## src/rtl/reset_sequencer.sv

```systemverilog
// Multi-channel reset sequencer: asserts NUM_OUT resets asynchronously, then
// releases them synchronously to clk in order (channel 0 first).
module reset_sequencer #(
  parameter int NUM_OUT     = 4,
  parameter int SYNC_STAGES = 2,
  parameter int HOLD_CYCLES = 16,
  parameter int STEP_CYCLES = 8
) (
  input  logic               clk,
  input  logic               async_reset,
  input  logic               sw_reset,
  output logic [NUM_OUT-1:0] reset_out,
  output logic               done,
  output logic               busy
);

  if (NUM_OUT < 1) begin : g_bad_num_out
    $fatal(1, "reset_sequencer: NUM_OUT must be >= 1");
  end
  if (SYNC_STAGES < 2) begin : g_bad_sync_stages
    $fatal(1, "reset_sequencer: SYNC_STAGES must be >= 2");
  end
  if (HOLD_CYCLES < 1) begin : g_bad_hold_cycles
    $fatal(1, "reset_sequencer: HOLD_CYCLES must be >= 1");
  end
  if (STEP_CYCLES < 1) begin : g_bad_step_cycles
    $fatal(1, "reset_sequencer: STEP_CYCLES must be >= 1");
  end

  localparam int MAX_CYC = (HOLD_CYCLES > STEP_CYCLES) ? HOLD_CYCLES : STEP_CYCLES;
  localparam int CNT_W   = (MAX_CYC > 1) ? $clog2(MAX_CYC) : 1;
  localparam int IDX_W   = $clog2(NUM_OUT + 1);

  localparam logic [CNT_W-1:0]   HOLD_LAST = CNT_W'(HOLD_CYCLES - 1);
  localparam logic [CNT_W-1:0]   STEP_LAST = CNT_W'(STEP_CYCLES - 1);
  localparam logic [IDX_W-1:0]   LAST_IDX  = IDX_W'(NUM_OUT - 1);
  localparam logic [NUM_OUT-1:0] CH_ONE    = NUM_OUT'(1);

  typedef enum logic [1:0] {
    S_RESET   = 2'd0,
    S_HOLD    = 2'd1,
    S_RELEASE = 2'd2,
    S_DONE    = 2'd3
  } state_t;

  state_t              state_reg;
  logic [CNT_W-1:0]    cnt_reg;
  logic [IDX_W-1:0]    idx_reg;
  logic [NUM_OUT-1:0]  reset_out_reg;
  logic                done_reg;
  logic                busy_reg;

  // The state register acts as the final synchroniser stage, so only
  // SYNC_STAGES-1 dedicated flops precede it.
  logic [SYNC_STAGES-2:0] sync_reg;
  logic                   sync_out;

  always_ff @(posedge clk or posedge async_reset) begin
    if (async_reset) begin
      sync_reg <= '1;
    end else begin
      sync_reg <= sync_reg << 1;
    end
  end

  assign sync_out = sync_reg[SYNC_STAGES-2];

  always_ff @(posedge clk or posedge async_reset) begin
    if (async_reset) begin
      state_reg     <= S_RESET;
      cnt_reg       <= '0;
      idx_reg       <= '0;
      reset_out_reg <= '1;
      done_reg      <= 1'b0;
      busy_reg      <= 1'b1;
    end else if (sw_reset && (state_reg != S_RESET)) begin
      // Software reset beats any counter expiry in the same cycle.
      state_reg     <= S_HOLD;
      cnt_reg       <= '0;
      idx_reg       <= '0;
      reset_out_reg <= '1;
      done_reg      <= 1'b0;
      busy_reg      <= 1'b1;
    end else begin
      case (state_reg)
        S_RESET: begin
          cnt_reg <= '0;
          if (!sync_out) begin
            state_reg <= S_HOLD;
          end
        end
        S_HOLD: begin
          if (cnt_reg == HOLD_LAST) begin
            reset_out_reg <= reset_out_reg & ~CH_ONE;
            idx_reg       <= IDX_W'(1);
            cnt_reg       <= '0;
            if (NUM_OUT == 1) begin
              state_reg <= S_DONE;
              done_reg  <= 1'b1;
              busy_reg  <= 1'b0;
            end else begin
              state_reg <= S_RELEASE;
            end
          end else begin
            cnt_reg <= cnt_reg + 1'b1;
          end
        end
        S_RELEASE: begin
          if (cnt_reg == STEP_LAST) begin
            reset_out_reg <= reset_out_reg & ~(CH_ONE << idx_reg);
            idx_reg       <= idx_reg + 1'b1;
            cnt_reg       <= '0;
            if (idx_reg == LAST_IDX) begin
              state_reg <= S_DONE;
              done_reg  <= 1'b1;
              busy_reg  <= 1'b0;
            end
          end else begin
            cnt_reg <= cnt_reg + 1'b1;
          end
        end
        S_DONE: begin
          reset_out_reg <= '0;
        end
        default: begin
          state_reg <= S_RESET;
        end
      endcase
    end
  end

  assign reset_out = reset_out_reg;
  assign done      = done_reg;
  assign busy      = busy_reg;

endmodule

```

## config.mk

```make
export PLATFORM = sky130hd
export DESIGN_NAME = reset_sequencer
export DESIGN_NICKNAME = d
export VERILOG_FILES = /design/src/rtl/reset_sequencer.sv
export SDC_FILE = /design/constraint.sdc
export NUM_CORES = 1
export LEC_CHECK = 0
export BUFFER_PORTS_ARGS = -buffer_cell sky130_fd_sc_hd__buf_2
export CELL_PAD_IN_SITES_DETAIL_PLACEMENT = 1
export CELL_PAD_IN_SITES_GLOBAL_PLACEMENT = 1
export CORE_MARGIN = 1
export CORE_UTILIZATION = 47
export CTS_BUF_LIST = sky130_fd_sc_hd__clkbuf_2
export CTS_CLUSTER_SIZE = 12
export DETAILED_ROUTE_END_ITERATION = 10
export PLACE_DENSITY = 0.78
export SKIP_CTS_REPAIR_TIMING = 1
export SLEW_MARGIN = 5
export SYNTH_ARGS = -nofsm -noshare
export SYNTH_HDL_FRONTEND = slang
export SYNTH_SLANG_ARGS = --single-unit
```

## constraint.sdc

```tcl
create_clock -name clk -period 2.3 [get_ports clk]
set_input_delay 0.46 -clock clk [delete_from_list [all_inputs] [get_ports clk]]
set_output_delay 0.46 -clock clk [all_outputs]
set_load 0.01 [all_outputs]
```

==> run_results.csv <==
group,metric,value,unit
run_status,status,"complete, no violations",
synthesis,syn_avg_cell_area,9.71,µm²
synthesis,synth.yosys.warnings,0,
global_route,vias_in_the_first_global_route,891,
critical_path,startpoint_of_the_worst_setup_timing_path,"state_reg[0]",
power_and_ir_drop,power.density,1020,nW/µm²
critical_path,worst-path-max-fanout,11,
critical_path,endpoint_kind,"flip-flop",
synthesis,synth.yosys.seq_area_share,39.3,%
finish,drive_gt1_share,19.7,%
clock_tree,tritoncts,"done",
die,die_h,49.0,µm
route,postRouteAntennaNets,0,
die,core-area,2020,µm²
power_and_ir_drop,static-leakage-power,0.516,nW
timing,fmaxAchievable,476,MHz
finish,nets,132,
timing,setup_repair_after_global_routing_missed_its_margin,"false",
clock_tree,cts_num_sinks,16,
place,port_buffers,8,
route,detail_route.first_pass.iterations,4,
die,die_area,2400,µm²
timing,setup_violators_final,0,
synthesis,postSynth.asyncResetShare,100,%
die,initial_core_util,51.4,%
place,place_worst_setup_slack,0.267,ns
clock_tree,ctsLongestPathBuffers,2,
die,chipWidth,49.0,µm
finish,fillCellCount,241,
synthesis,post_synth_inst_count,107,
timing,totalNegativeSetupSlack,0,ns
critical_path,setup.worst_path.class,"flip-flop to flip-flop",
timing,slew_headroom,57.7,%
synthesis,post_synth_instance_area,1040,µm²
timing,max_slew.worst_pin.slew,0.633,ns
place,place_congestion,0.861,
global_route,antenna_found_initial,0,
timing,finalHoldViolCount,0,
finish,area_growth,8.07,%
route,drc_errors,0,
critical_path,worst_ep_required_time,2.53,ns
die,num_rows,16,
synthesis,netlist-cell-type-count,39,
clock_tree,clock-root-buffer,"sky130_fd_sc_hd__clkbuf_2",
global_route,grt_max_degree,17,
timing,clock_skew,0.000559,ns
global_route,groute.usage.overall,22.9,%
timing,finalCritPeriodShare,91.3,%
finish,antenna_cells_inserted,0,
route,via_per_inst,5.88,
clock_tree,worstSkewPairLatency,0.30,ns
global_route,grt_first_pass_wirelength,4.14,mm
critical_path,r2r.worst_path.cells,6,
critical_path,worstSetupStartpointType,"flip-flop",
place,dp_hpwl,1.79,mm
critical_path,cp_data_arrival_time,2.33,ns
power_and_ir_drop,vdd_drop_max,0.467,mV
clock_tree,path_clk_slew,0.16,ns
synthesis,synth_flop_cell,"sky130_fd_sc_hd__dfrtp_1",
synthesis,number_of_storage_elements_in_the_synthesis_netlist,16,
route,wire_per_inst,16.5,µm
run,maxCapViolations,0,
route,route.vias.total,846,
critical_path,reg2reg_from,"state_reg[0]",
synthesis,synth-edff-count,0,
route,drt_iter0_drc,23,
clock_tree,numCtsBuffers,3,
global_route,globalRouteOverflowTotal,0,
hold_path,hold_path.class,"primary input to async pin",
synthesis,postSynthNetCount,121,
timing,finalWorstSetupSlack,0.199,ns
route,postRouteWirelength,2.37,mm
clock_tree,cts-htree-levels,1,
timing,final-max-slew-violation-count,0,
die,ioPinCount,9,
timing,period_minus_slack,2.10,ns
==> cell families (layout without fill, tap and decap cells) <==
logic type	after synthesis	in the layout	synth area share [%]
buffers and inverters	14	24	5.54
AOI/OAI and AO/OA	30	30	20.8
xor gates and xnor gates	1	1	0.844
DFF	16	16	39.3
other	1	1	0.361
adders and majority gates	11	11	13.3
muxes	3	3	3.37
and+or+nand+nor	31	31	16.5
==> critical path: stages, from the launching register on <==
cell	delay, ns
sky130_fd_sc_hd__dfrtp_1	0.50
sky130_fd_sc_hd__inv_1	0.16
sky130_fd_sc_hd__ha_1	0.40
sky130_fd_sc_hd__mux2i_1	0.19
sky130_fd_sc_hd__a31oi_1	0.39
sky130_fd_sc_hd__nand4_1	0.19
sky130_fd_sc_hd__o21ai_0	0.20
==> metal layers <==
metal	share of wire [%]	wire, µm	GRT usage (%)
met2	50	1190	37.5
met4	1.7	41	10.3
met1	46	1080	29.9
met5	0	0	0
met3	2.2	52	3.12
==> area by class of cell <==
type | instances | area [µm²] | area share (%)
clock buffer | 3 | 15.0 | 1.34
clock inverter | 1 | 3.75 | 0.334
inverter | 11 | 41.3 | 3.68
sequential | 16 | 408 | 36.3
multi-input combinational | 77 | 573 | 51.1
tap | 27 | 33.8 | 3.01
timing repair buffer | 9 | 47.5 | 4.24
==> through the flow <==
stage / util [%] / power [mW] / instance area (µm²) / instances / hold WS (ns)
after floorplan: - / 0.860 / 1040 / 107 / 0.369
after global placement: 54.6 / 0.996 / 1100 / 140 / 0.471
after detailed placement: 54.6 / 1.02 / 1100 / 140 / 0.476
after CTS: 55.5 / 1.16 / 1120 / 144 / 0.210
after global routing: 55.5 / 1.24 / 1120 / 144 / 0.255
final: 55.5 / 1.15 / 1120 / 144 / 0.203
==> final timing paths <==
path                                     end  slack (ns)
worst max-delay path              cnt_reg[0]        0.20
worst min-delay path                    done        0.20
worst max register to register    cnt_reg[0]        0.20
worst min register to register  reset_out[0]        0.50
max in group asynchronous         idx_reg[0]        1.69
min in group clk                reset_out[0]        0.50
==> synthesized netlist by cell type, drive strengths merged (2+ instances only) <==
| master | n | area, µm² |
|---|---|---|
| ha | 11 | 138 |
| inv | 11 | 41.3 |
| dfrtp | 10 | 250 |
| nand2 | 8 | 30.0 |
| a21oi | 6 | 30.0 |
| dfstp | 6 | 158 |
| nor2 | 5 | 18.8 |
| a21o | 4 | 30.0 |
| a22o | 3 | 26.3 |
| nand2b | 3 | 18.8 |
| o21ai | 3 | 15.0 |
| and3 | 2 | 12.5 |
| buf | 2 | 12.5 |
| mux2i | 2 | 20.0 |
| nand3 | 2 | 10.0 |
| nand3b | 2 | 15.0 |
| nand4 | 2 | 12.5 |
| nor2b | 2 | 12.5 |
| o211ai | 2 | 15.0 |
| o22ai | 2 | 12.5 |
| o31ai | 2 | 15.0 |
==> placed cells by master, fill, tap and decap left out, types with 3 or more instances in the layout <==
cell type,instances
sky130_fd_sc_hd__buf_2,8
sky130_fd_sc_hd__clkbuf_2,3
sky130_fd_sc_hd__dfrtp_1,10
sky130_fd_sc_hd__dfstp_2,6
sky130_fd_sc_hd__nand2b_1,3
sky130_fd_sc_hd__inv_1,11
sky130_fd_sc_hd__nor2_1,5
sky130_fd_sc_hd__a21oi_1,6
sky130_fd_sc_hd__a22o_1,3
sky130_fd_sc_hd__ha_1,11
sky130_fd_sc_hd__o21ai_0,3
sky130_fd_sc_hd__a21o_1,4
sky130_fd_sc_hd__nand2_1,8
==> where the power goes <==
group	internal (mW)	total, mW	switching (mW)
logic	0.249	0.579	0.330
clock network	0.0378	0.133	0.0948
registers	0.375	0.438	0.0635
Note: power is estimated with default switching activity, not from simulation.
